[src/rtl/seq_tx_pkg.sv]
// Shared types and constants for the serial pattern transmitter.
// Optional feature macro: SEQ_PATTERN_TX_PARITY_EN (adds an even-parity bit per frame).
package seq_tx_pkg;

  typedef enum logic [1:0] {IDLE, SEND, DONE} tx_state_t;

  // Level driven on the serial line whenever no frame is being sent.
  localparam logic IDLE_VAL_DEF = 1'b0;

  // Number of line cycles one frame occupies.
  function automatic int frame_len(input int pat_bits);
`ifdef SEQ_PATTERN_TX_PARITY_EN
    return pat_bits + 1;
`else
    return pat_bits;
`endif
  endfunction

endpackage

[src/rtl/flex_pts_sr.sv]
// Parameterised parallel-to-serial shift register, MSB first.
// Shifting is circular so a captured word can be replayed for repeated frames
// without reloading it.
module flex_pts_sr #(
  parameter int NUM_BITS = 4
) (
  input  logic                clk,
  input  logic                n_rst,
  input  logic                load_i,
  input  logic                shift_i,
  input  logic [NUM_BITS-1:0] data_i,
  output logic                msb_o
);

  logic [NUM_BITS-1:0] data_q;
  logic [NUM_BITS-1:0] data_d;

  // Load has priority over shift; shift rotates the MSB back into the LSB.
  always_comb begin
    data_d = data_q;
    if (load_i) begin
      data_d = data_i;
    end else if (shift_i) begin
      data_d = {data_q[NUM_BITS-2:0], data_q[NUM_BITS-1]};
    end
  end

  // Storage register with synchronous active-low clear.
  always_ff @(posedge clk) begin
    if (!n_rst) begin
      data_q <= '0;
    end else begin
      data_q <= data_d;
    end
  end

  assign msb_o = data_q[NUM_BITS-1];

endmodule

[src/rtl/seq_pattern_tx.sv]
// Serial pattern transmitter: captures a pattern and repeat count on start,
// then sends the pattern MSB-first repeat_cnt+1 times, followed by a done pulse.
// Optional feature macro: SEQ_PATTERN_TX_PARITY_EN (even-parity bit after each frame).
module seq_pattern_tx
  import seq_tx_pkg::*;
#(
  parameter int   PAT_BITS = 4,
  parameter int   CNT_BITS = 4,
  parameter logic IDLE_VAL = IDLE_VAL_DEF
) (
  input  logic                clk,
  input  logic                n_rst,
  input  logic                start,
  input  logic [PAT_BITS-1:0] pattern,
  input  logic [CNT_BITS-1:0] repeat_cnt,
  output logic                o,
  output logic                busy,
  output logic                done
);

  localparam int FRAME_LEN = frame_len(PAT_BITS);
  localparam int IDX_W     = $clog2(FRAME_LEN);

  tx_state_t           state_q, state_d;
  logic [IDX_W-1:0]    bit_idx_q, bit_idx_d;
  logic [CNT_BITS-1:0] rep_q, rep_d;
  logic                o_q, o_d;
  logic                done_q, done_d;
  logic                sr_load;
  logic                sr_shift;
  logic                sr_msb;
`ifdef SEQ_PATTERN_TX_PARITY_EN
  logic                par_q, par_d;
`endif

  // The MSB goes straight to o on the accept edge, so the register is loaded
  // pre-rotated: its MSB is always the bit to send on the next advance.
  flex_pts_sr #(
    .NUM_BITS(PAT_BITS)
  ) u_sr (
    .clk    (clk),
    .n_rst  (n_rst),
    .load_i (sr_load),
    .shift_i(sr_shift),
    .data_i ({pattern[PAT_BITS-2:0], pattern[PAT_BITS-1]}),
    .msb_o  (sr_msb)
  );

  // Next-state, counter and output logic; bit_idx counts bits left in the frame.
  always_comb begin
    state_d   = state_q;
    bit_idx_d = bit_idx_q;
    rep_d     = rep_q;
    o_d       = o_q;
    done_d    = 1'b0;
    sr_load   = 1'b0;
    sr_shift  = 1'b0;
`ifdef SEQ_PATTERN_TX_PARITY_EN
    par_d     = par_q;
`endif
    case (state_q)
      IDLE: begin
        o_d = IDLE_VAL;
        if (start) begin
          state_d   = SEND;
          bit_idx_d = IDX_W'(FRAME_LEN - 1);
          rep_d     = repeat_cnt;
          o_d       = pattern[PAT_BITS-1];
          sr_load   = 1'b1;
`ifdef SEQ_PATTERN_TX_PARITY_EN
          par_d     = ^pattern;
`endif
        end
      end
      SEND: begin
        if (bit_idx_q != '0) begin
          bit_idx_d = bit_idx_q - IDX_W'(1);
`ifdef SEQ_PATTERN_TX_PARITY_EN
          // Last slot of a frame carries parity; the shifter stays put so the
          // next frame starts from the captured MSB.
          if (bit_idx_q == IDX_W'(1)) begin
            o_d = par_q;
          end else begin
            o_d      = sr_msb;
            sr_shift = 1'b1;
          end
`else
          o_d      = sr_msb;
          sr_shift = 1'b1;
`endif
        end else if (rep_q != '0) begin
          rep_d     = rep_q - CNT_BITS'(1);
          bit_idx_d = IDX_W'(FRAME_LEN - 1);
          o_d       = sr_msb;
          sr_shift  = 1'b1;
        end else begin
          state_d = DONE;
          o_d     = IDLE_VAL;
          done_d  = 1'b1;
        end
      end
      DONE: begin
        state_d = IDLE;
        o_d     = IDLE_VAL;
      end
      default: begin
        state_d = IDLE;
        o_d     = IDLE_VAL;
      end
    endcase
  end

  // State, counters and registered outputs with synchronous active-low reset.
  always_ff @(posedge clk) begin
    if (!n_rst) begin
      state_q   <= IDLE;
      bit_idx_q <= '0;
      rep_q     <= '0;
      o_q       <= IDLE_VAL;
      done_q    <= 1'b0;
`ifdef SEQ_PATTERN_TX_PARITY_EN
      par_q     <= 1'b0;
`endif
    end else begin
      state_q   <= state_d;
      bit_idx_q <= bit_idx_d;
      rep_q     <= rep_d;
      o_q       <= o_d;
      done_q    <= done_d;
`ifdef SEQ_PATTERN_TX_PARITY_EN
      par_q     <= par_d;
`endif
    end
  end

  assign o    = o_q;
  assign done = done_q;
  assign busy = (state_q != IDLE);

endmodule

[config.mk]
export PLATFORM = sky130hd
export DESIGN_NAME = seq_pattern_tx
export DESIGN_NICKNAME = d
export VERILOG_FILES = /design/src/rtl/seq_tx_pkg.sv /design/src/rtl/flex_pts_sr.sv /design/src/rtl/seq_pattern_tx.sv
export SDC_FILE = /design/constraint.sdc
export NUM_CORES = 1
export LEC_CHECK = 0
export ABC_AREA = 1
export BUFFER_PORTS_ARGS = -buffer_cell sky130_fd_sc_hd__buf_2
export CORE_UTILIZATION = 50
export DETAILED_ROUTE_END_ITERATION = 7
export GPL_ROUTABILITY_DRIVEN = 0
export HOLD_SLACK_MARGIN = 0.08
export PLACE_DENSITY = 0.78
export SETUP_SLACK_MARGIN = 0.15
export SKIP_LAST_GASP = 1
export SYNTH_ARGS = -nofsm -noshare
export SYNTH_HDL_FRONTEND = slang
export SYNTH_SLANG_ARGS = --single-unit
[constraint.sdc]
create_clock -name clk -period 1.7 [get_ports clk]
set_clock_uncertainty 0.2 [all_clocks]
set_input_delay 0.17 -clock clk [delete_from_list [all_inputs] [get_ports clk]]
set_output_delay 0.17 -clock clk [all_outputs]
set_load 0.01 [all_outputs]
Word-level counts from Yosys, hierarchy flattened. Cells that the tools add are included. Widths: inputs -> output; s select.

Add/subtract/negate cells: 2. Eq/ne operators: 6. Mux-type cells: 24. Bitwise operators: 2. Reduce and logical (&&, ||, !) cells: 10.

Operators by type and width (count): $mux 4 (5); $mux 2 (6); $mux 1 (9); $ne 2x2->1 const B (4); $pmux 2 s2 (2); $pmux 4 s2 (1); $reduce_bool 2->1 (4); $reduce_and 3->1 (2); $reduce_and 4->1 (1); $reduce_bool 4->1 (1); $sub 4x1->4 const B (1); $ne 3x3->1 const B (1); $reduce_or 3->1 (1); $eq 2x1->1 const B (1); $logic_not 2->1 (1); $not 1->1 (2); $pmux 1 s2 (1); $sub 2x1->2 const B (1).

Register bits: 14. Input port bits: 11. Output and inout bits: 3. Logic and storage cells: 50.

Longest topological paths before layout. Gate-level depths: netlist of the first run.

Depth in word-level cells: 6. Depth in mapped cells: 9. Gate-level depth less buffers: 9.

Hierarchy. A second synthesis of the first run with hierarchy kept.

Cells, all modules: 112. Area total of the unflattened synthesis: 759.5 um^2.

By module, submodules not included: seq_pattern_tx (times used 1, cells an instance 79, area an instance 560.5 um^2, seq. area each 200.2 um^2); flex_pts_sr (times used 1, cells an instance 33, area an instance 198.9 um^2, seq. area each 80.1 um^2).

Least setup slack after synthesis of the first run. No wires, ideal clock.

Path kind: register -> register. From: reg rep_q[0]. To: reg u_sr.data_q[1]. Library setup time: 0.112 ns. Arrival: 1.075 ns. Required time: 1.388 ns. Setup slack: 0.313 ns. Cell stages (with the launch flop): 10. Buffers on the path: 0. Clock period less this slack: 1.387 ns. Cells stage by stage: dfxtp_1 -> inv_1 -> ha_1 -> nand3_2 -> nand2_2 -> nand2_2 -> inv_2 -> nor2_4 -> nand2_1 -> nand2_1.

Cells in the longest elaborated chain, start to end: 5.

RTL lines: start, declared (line seq_pattern_tx.sv:26) `logic [CNT_BITS-1:0] rep_q, rep_d;`; start signal, assigned (line seq_pattern_tx.sv:127) `rep_q <= rep_d;`; $reduce_bool 4->1 (line seq_pattern_tx.sv:91) `end else if (rep_q != '0) begin`; $mux 1 (line seq_pattern_tx.sv:91); $mux 1 (line seq_pattern_tx.sv:76) `if (bit_idx_q != '0) begin`; $mux 1 (line seq_pattern_tx.sv:61) `case (state_q)`; $reduce_bool 2->1 (no line); end signal, assigned (line flex_pts_sr.sv:33) `data_q <= data_d;`; end, declared (line flex_pts_sr.sv:15) `logic [NUM_BITS-1:0] data_q;`.

Every way passes these cells. A chain may end at the register's enable or synchronous reset.

Worst setup path after layout of the first run.
From: reg state_q[0]. To: reg rep_q[0].

Cells in the longest elaborated chain, start to end: 3. Elaborated cells on any way between the ends: 8. Classes of those cells: eq/ne (4); mux (1); reduce/logical (3).

RTL lines: start, declared (line seq_pattern_tx.sv:24) `tx_state_t state_q, state_d;`; start signal, assigned (line seq_pattern_tx.sv:125) `state_q <= state_d;`; $eq 2x1->1 / $logic_not 2->1 (equally long branches) (line seq_pattern_tx.sv:61); $ne 2x2->1 (no line) / $reduce_bool 2->1 (equally long branches); $reduce_and 4->1 (no line).

Parallel ways exist; a longest one is shown, timed or not.

==> results of run 1 <==
## synthesized netlist by cell type
master	number	share of area, %
a21oi_1	6	4.3
and2_1	1	0.89
dfxtp_1	14	40
ha_1	2	3.5
inv_1	12	6.4
inv_2	2	1.1
nand2_1	29	15
nand2_2	4	3.5
nand3_1	4	2.8
nand3_2	2	2.8
nand3b_1	1	1.1
nor2_1	12	6.4
nor2_2	2	1.8
nor2_4	2	3.2
nor3_1	2	1.4
o21ai_0	8	5.7
## sequential cells by signal, indices dropped and copies added (netlist names)
| register | count |
|---|---|
| bit_idx_q | 2 |
| rep_q | 4 |
| o | 1 |
| done | 1 |
| state_q | 2 |
| u_sr.data_q | 4 |
## worst reg2reg max path, cell delays in order (launching register included)
cell,delay [ns]
dfxtp_1,0.43
inv_2,0.07
nor2_4,0.20
nand3_2,0.10
nand2_2,0.15
o21ai_0,0.11
a21oi_1,0.15
## power breakdown
group / switching [mW] / internal [mW] / total (mW)
Combinational: 0.194 / 0.130 / 0.325
Sequential: 0.0327 / 0.374 / 0.406
Clock: 0.115 / 0.131 / 0.246
## kinds of logic (layout without fill, tap and decap cells)
family	Yosys count	count (layout)	synth area share [%]
AOI/OAI and AO/OA	14	14	9.929
adders and majority gates	2	2	3.546
buffers and inverters	14	39	7.447
DFF	14	14	39.72
and+or+nand+nor	59	59	39.36
## how the worst min path moves through the flow
stage / startpoint / to / slack, ns / cells past startpoint
4_1_cts: start / u_sr.data_q[2] / 0.13 / 6
3_3_place_gp: pattern[1] / u_sr.data_q[2] / 0.26 / 5
5_1_grt: repeat_cnt[0] / rep_q[0] / 0.14 / 5
3_5_place_dp: bit_idx_q[1] / bit_idx_q[1] / 0.26 / 2
6_report: start / u_sr.data_q[2] / 0.13 / 6
2_1_floorplan: n_rst / rep_q[2] / 0.1 / 2
## metal layers
layer	wire length, µm	global-route usage (%)
met1	711	29.66
met4	38	12.93
met5	0	0
met2	746	35.66
met3	64	5.114
## timing repair
item / CTS / global route
gates resized for setup: 1 / 4
hold endpoints to repair: 9 / 0
setup endpoints to repair: 3 / 7
hold buffers: 8 / 0
## area by class of cell
cell class              count  area [µm²]  area share, %
multi-input cells          75       387.9          42.01
flip-flops and latches     14       280.3          30.35
repair buffers             21       145.1          15.72
inverters                  14       55.05          5.962
clock buffers               4       36.28          3.930
well taps                  15       18.77          2.033
==> results.toml, run 1 <==
[hold_path]
hold_class = "input port to flip-flop"

[worst_setup_path]
startpoint_type = "flip-flop"
cp.depth = 6
cp-endpoint = "rep_q[0]"
r2r_cells = 6
r2r-start = "state_q[0]"
critPathBufInv = 1
crit_type = "flip-flop to flip-flop"
crit_chain = "inv_2, nor2_4, nand3_2, nand2_2, o21ai_0, a21oi_1"
crit_start = "state_q[0]"
arrival_ns = 1.49
reg2reg_slack_ns = 0.23
path_max_fanout = 8
cp.required_ns = 1.72
crit_family = "simple AND/OR/NAND/NOR gates"
slowest_stage = "dfxtp_1"
cp-end-kind = "flip-flop"
r2r-end = "rep_q[0]"
max_stage_delay_ns = 0.43

[layout]
n_antenna_cell = 0
area_growth_syn_to_layout_pct = 30.85
num-nets-final = 142
final_area_um2 = 923.4
final_cell_mix = "nand2_1, dfxtp_1, buf_2, nor2_1, inv_1"
layout_commonest_cell = "nand2_1"
final_util_pct = 70.96
instances_no_fill = 143
fillers = 115
drive_gt1_share_pct = 25.00

[drt]
vias_per_cell = 5.000
wire_per_inst_um = 10.91
ant_nets = 0
routed_wirelength_um = 1560
drtIter0Drc = 10
vias = 715
detail_route.first_pass.iterations = 4
drc_errors = 0

[sta]
slew_headroom_pct = 81.70
setup_slack_ns = 0.2296
finalMaxSlewViolations = 0
worst_pin_slew_ns = 0.2742
hold_slack_ns = 0.1251
max_freq_mhz = 680.1
min_period_ns = 1.470
fin_crit_sh_pct = 86.50
rsz0062_at_grt = "false"
finalHoldViolCount = 0
setup_viol = 0
fin_setup_tns_ns = 0

[clock_network]
clk_pin_slew_ns = 0.09
cts_buffers = 3
clock_path_buffers = 2
htree_num_levels = 1
clock-sinks = 14
cts_tree = "yes"
cts_setup_buffers = 0
cts-root-buf = "clkbuf_4"
insertion_delay_ns = 0.29

[power]
report.power.total_mw = 0.9767
p_per_area_nw_per_um2 = 1058
p_leak_nw = 0.4563
ir_drop_mv = 0.6018

[placed_design]
dpl_cell_area_um2 = 789.5
dpl_worst_slack_ns = 0.1606
numPortBuffers = 13
dp_hpwl_um = 1033
dp.cells = 131

[floorplan]
rows = 13
pin_count = 14
die_area_um2 = 1565
die_h_um = 39.57
core-area_um2 = 1301
die_x_um = 39.57
start_util_pct = 54.23

[grt]
gr-total-overflow = 0
grt_pass1_vias = 584
antenna_found_initial = 0
groute.usage.overall_pct = 23.29
grt_max_degree = 9
grt_pass1_wl_um = 2387

[synthesis]
avgSynthCellArea_um2 = 6.851
yosysUniqueCellTypes = 16
syn-num-nets = 116
syn_inst = 103
synth_area_um2 = 705.7
ys_seq_elements = 14
yosysWarnings = 0
yosysSeqAreaShare_pct = 39.72

[run]
drv_cap = 0

[status]
run_status = "finished, final reports clean"
No activity file was read; power rests on OpenSTA's default activity.
==> run 2, diff against run 1 <==
--- a/config.mk
+++ b/config.mk
@@ -12,6 +12,7 @@
 export GPL_ROUTABILITY_DRIVEN = 0
 export HOLD_SLACK_MARGIN = 0.08
 export PLACE_DENSITY = 0.78
+export RECOVER_POWER = 100
 export SETUP_SLACK_MARGIN = 0.15
 export SKIP_LAST_GASP = 1
 export SYNTH_ARGS = -nofsm -noshare
==> run 2 against run 1 <==
  * Core utilization is 0.87 points lower
  * Highest routed layer unchanged
  * Global-route usage stayed put
  * Sequential power hardly changed
  * Worst setup slack worse by 0.057 ns
  * Maximum frequency is 3.7% lower
  * Final area is 1.2% lower
  * Die area stayed put
  * Clock power hardly changed
  * Register-to-register slack worse by 0.06 ns
  * Largest cell class unchanged
  * Worst hold slack worse by 0.0025 ns
==> results.toml, run 2 (synthesized netlist as in run 1, its figures left out) <==
[clock_network]
clk_pin_slew_ns = 0.09
cts_tree = "yes"
cts_buffers = 3
cts-root-buf = "clkbuf_4"
clock_path_buffers = 2
insertion_delay_ns = 0.28
cts_setup_buffers = 0
htree_num_levels = 1
clock-sinks = 14

[layout]
multiInputGateArea_um2 = 380.4
layout_commonest_cell = "nand2_1"
num-nets-final = 142
final_area_um2 = 912.1
n_antenna_cell = 0
final_cell_mix = "nand2_1, dfxtp_1, nor2_1, inv_1, buf_2"
fillers = 118
regArea_um2 = 280.3
drive_gt1_share_pct = 20.31
area_growth_syn_to_layout_pct = 29.26
final_util_pct = 70.10
largestRegisters = "rep_q: 4 flops, u_sr.data_q: 4 flops"

[floorplan]
core-area_um2 = 1301
rows = 13
start_util_pct = 54.23
pin_count = 14
die_h_um = 39.57
die_area_um2 = 1565
die_x_um = 39.57

[sta]
fin_setup_tns_ns = 0
slew_headroom_pct = 77.66
max_freq_mhz = 654.7
setup_slack_ns = 0.1725
finalHoldViolCount = 0
worst_pin_slew_ns = 0.3351
min_period_ns = 1.527
fin_crit_sh_pct = 89.85
rsz0062_at_grt = "false"
setup_viol = 0
finalMaxSlewViolations = 0

[placed_design]
dpl_cell_area_um2 = 789.5
dp_hpwl_um = 1033
numPortBuffers = 13
dpl_worst_slack_ns = 0.1606

[run]
drv_cap = 0

[grt]
grt_pass1_vias = 584
grt_pass1_wl_um = 2387
antenna_found_initial = 0
gr-total-overflow = 0
grt_max_degree = 9
groute.usage.overall_pct = 23.29

[status]
run_status = "finished, final reports clean"

[drt]
vias_per_cell = 5.056
drtIter0Drc = 10
wire_per_inst_um = 10.90
vias = 723
drc_errors = 0
detail_route.first_pass.iterations = 4
routed_wirelength_um = 1558
ant_nets = 0

[worst_setup_path]
path_max_fanout = 8
crit_type = "flip-flop to flip-flop"
arrival_ns = 1.55
startpoint_type = "flip-flop"
reg2reg_slack_ns = 0.17
cp-end-kind = "flip-flop"
cp.required_ns = 1.72

[power]
report.power.total_mw = 0.9723
ir_drop_mv = 0.6078
p_per_area_nw_per_um2 = 1066
p_leak_nw = 0.4433

[hold_path]
hold_class = "input port to flip-flop"
## run 2: cell count changes in the layout (fill, tap and decap cells not counted)
cell and change:
buf_2 -3, and2_0 +1, nor2_2 -1, clkbuf_1 +3, nand2_1 +2, and2_1 -1, nor2_1 +1, nand2_2 -2
## run 2: worst max-delay path, cell delays in order, from the launching register on
cell and delay (ns):
dfxtp_1 0.42, inv_2 0.06, nor2_4 0.19, nand3_2 0.09, nand2_1 0.22, o21ai_0 0.13, a21oi_1 0.15
## run 2: what timing repair did
action	CTS	global route
setup endpoints to repair	3	7
cloned	0	0
hold buffers	8	0
gates resized for setup	1	4
endpoints found under the hold margin	9	0
## run 2: path summary, 6_finish.rpt
check               start  depth (start not counted)        endpoint
min reg2reg  bit_idx_q[1]                          2    bit_idx_q[1]
max reg2reg    state_q[0]                          6        rep_q[0]
max            state_q[0]                          6        rep_q[0]
min                 start                          6  u_sr.data_q[2]
## run 2: metal layers
| metal | up-vias | GRT usage [%] | wire length (µm) |
|---|---|---|---|
| li1 | 375 | - | - |
| met1 | 323 | 29.66 | 715 |
| met2 | 20 | 35.66 | 749 |
| met3 | 5 | 5.114 | 56 |
| met4 | 0 | 12.93 | 37 |
| met5 | - | 0 | 0 |
## run 2: per-stage QoR
| step | hold slack, ns | std cells |
|---|---|---|
| finish | 0.1226 | 143 |
| global route | 0.1463 | 143 |
| CTS | 0.1263 | 143 |
| floorplan | 0.09580 | 103 |
| detailed placement | 0.2625 | 131 |
| global placement | 0.2562 | 131 |
## run 2: layout make-up
type / instances / share of cell area, %
sequential: 14 / 30.73
tap: 15 / 2.058
clock buffer: 4 / 3.978
timing repair buffer: 21 / 15.50
multi-input combinational: 75 / 41.70
inverter: 14 / 6.036
## run 2: report_power, final
part	switching [mW]	internal, mW	total [mW]	leakage [nW]
Clock	0.117	0.130	0.248	0.0210
Sequential	0.0326	0.374	0.406	0.115
Combinational	0.192	0.126	0.318	0.307
==> run 3, diff against run 2 <==
--- a/config.mk
+++ b/config.mk
@@ -7,11 +7,13 @@
 export LEC_CHECK = 0
 export ABC_AREA = 1
 export BUFFER_PORTS_ARGS = -buffer_cell sky130_fd_sc_hd__buf_2
-export CORE_UTILIZATION = 50
+export CELL_PAD_IN_SITES_DETAIL_PLACEMENT = 1
+export CELL_PAD_IN_SITES_GLOBAL_PLACEMENT = 1
+export CORE_UTILIZATION = 36
 export DETAILED_ROUTE_END_ITERATION = 7
 export GPL_ROUTABILITY_DRIVEN = 0
 export HOLD_SLACK_MARGIN = 0.08
-export PLACE_DENSITY = 0.78
+export PLACE_DENSITY = 0.8
 export RECOVER_POWER = 100
 export SETUP_SLACK_MARGIN = 0.15
 export SKIP_LAST_GASP = 1
==> run 3 against run 2 <==
  * Critical path depth increased by 2
  * Sequential share of layout area decreased by 1.0 points
  * Final cell count increased by 7.0%
  * Critical path type unchanged
==> results.toml, run 3 (synthesized netlist as in run 1, its figures left out) <==
[status]
run_status = "finished, final reports clean"

[grt]
gr-total-overflow = 0
grt_pass1_wl_um = 3470
groute.usage.overall_pct = 23.97
antenna_found_initial = 0
grt_max_degree = 9
grt_pass1_vias = 746

[power]
switching_share_pct = 37.05
p_per_area_nw_per_um2 = 1089
switching_power_mw = 0.3819
pwr-share-seq_pct = 40.0
p_leak_nw = 0.4482
combPwrFrac_pct = 35.9
p_int_mw = 0.6491
report.power.total_mw = 1.031
ir_drop_mv = 0.4759
clockPowerShare_pct = 24.2

[layout]
n_antenna_cell = 0
largestRegisters = "rep_q: 4 flops, u_sr.data_q: 4 flops"
final_cell_mix = "nand2_1, nor2_1, dfxtp_1, buf_2, inv_1"
drive_gt1_share_pct = 24.22
multiInputGateArea_um2 = 400.4
area_growth_syn_to_layout_pct = 34.22
regArea_um2 = 281.5
layout_commonest_cell = "nand2_1"
fillers = 246
num-nets-final = 142

[sta]
max_freq_mhz = 652.5
min_period_ns = 1.533
finalHoldViolCount = 0
worst_pin_slew_ns = 0.3166
fin_setup_tns_ns = 0
setup_slack_ns = 0.1675
setup_viol = 0
rsz0062_at_grt = "false"
finalMaxSlewViolations = 0
slew_headroom_pct = 78.87
fin_crit_sh_pct = 90.15

[worst_setup_path]
r2r_cells = 8
startpoint_type = "flip-flop"
cp.required_ns = 1.70
r2r-end = "u_sr.data_q[2]"
crit_type = "flip-flop to flip-flop"
path_max_fanout = 5
r2r-start = "rep_q[2]"
arrival_ns = 1.53
cp-end-kind = "flip-flop"
reg2reg_slack_ns = 0.17

[drt]
routed_wirelength_um = 2144
drtIter0Drc = 13
ant_nets = 0
vias_per_cell = 4.837
detail_route.first_pass.iterations = 4
wire_per_inst_um = 14.01
drc_errors = 0
vias = 740

[hold_path]
whs_path_depth = 5
min_to = "rep_q[0]"
hold_class = "input port to flip-flop"
hp-start = "repeat_cnt[0]"

[clock_network]
insertion_delay_ns = 0.29
cts_buffers = 3
clk_pin_slew_ns = 0.09
htree_num_levels = 1
cts_setup_buffers = 0
clock_path_buffers = 2
clock-sinks = 14
cts-root-buf = "clkbuf_4"
cts_tree = "yes"

[floorplan]
rows = 15
core-area_um2 = 1783
die_h_um = 46.28
die_area_um2 = 2141
start_util_pct = 39.58
die_x_um = 46.28
pin_count = 14

[placed_design]
dpl_worst_slack_ns = 0.1405
numPortBuffers = 13
dp_hpwl_um = 1336

[run]
drv_cap = 0
[run 3: power by group through the flow]
stage	sequential [mW]	clock, mW	combinational (mW)
detailed placement	0.412	0	0.296
CTS	0.407	0.252	0.335
floorplan	0.406	0	0.221
global placement	0.411	0	0.283
finish	0.412	0.249	0.370
global route	0.417	0.276	0.411
[run 3: worst max-delay path by stage]
stage / from / end / cells past startpoint
floorplan: rep_q[0] / u_sr.data_q[1] / 9
global placement: rep_q[0] / u_sr.data_q[2] / 9
detailed placement: rep_q[0] / u_sr.data_q[2] / 9
CTS: rep_q[0] / u_sr.data_q[2] / 9
global route: rep_q[2] / u_sr.data_q[2] / 8
finish: rep_q[2] / u_sr.data_q[2] / 8
[run 3: metrics by stage]
stage | cells | hold WS (ns) | area (µm²) | util [%]
final | 153 | 0.1063 | 947.2 | 53.12
after global routing | 153 | 0.1723 | 947.2 | 53.12
after CTS | 153 | 0.1036 | 930.9 | 52.21
after detailed placement | 141 | 0.2698 | 802.0 | 44.98
after global placement | 141 | 0.2506 | 802.0 | 44.98
after floorplan | 103 | 0.09580 | 705.7 | -
[run 3: area by class of cell]
| type | count | share of cell area (%) |
|---|---|---|
| Inverter | 14 | 5.812 |
| Tap cell | 25 | 3.303 |
| Timing Repair Buffer | 21 | 15.06 |
| Clock buffer | 4 | 3.831 |
| Multi-Input combinational cell | 75 | 42.27 |
| Sequential cell | 14 | 29.72 |
[run 3: repair_timing]
action,in CTS,in global routing
hold endpoints to repair,9,0
endpoints found under the setup margin,3,10
hold buffers,8,0
pin swaps,0,2
gates resized for setup,2,8
[run 3: routing by layer]
layer | vias up | GRT usage, % | part of all wire, %
met3 | 7 | 6.275 | 2.8
li1 | 372 | - | -
met1 | 344 | 29.52 | 46
met5 | - | 0 | 0
met2 | 17 | 37.46 | 49
met4 | 0 | 13.53 | 2.5
[run 3: critical path, stage by stage (launching register included)]
cell and delay, ns:
dfxtp_1 0.36, nor2_1 0.27, nand3_4 0.13, nand2_2 0.11, nand2_2 0.11, inv_4 0.10, nor2_4 0.04, nand2_1 0.07
nand2_1 0.05
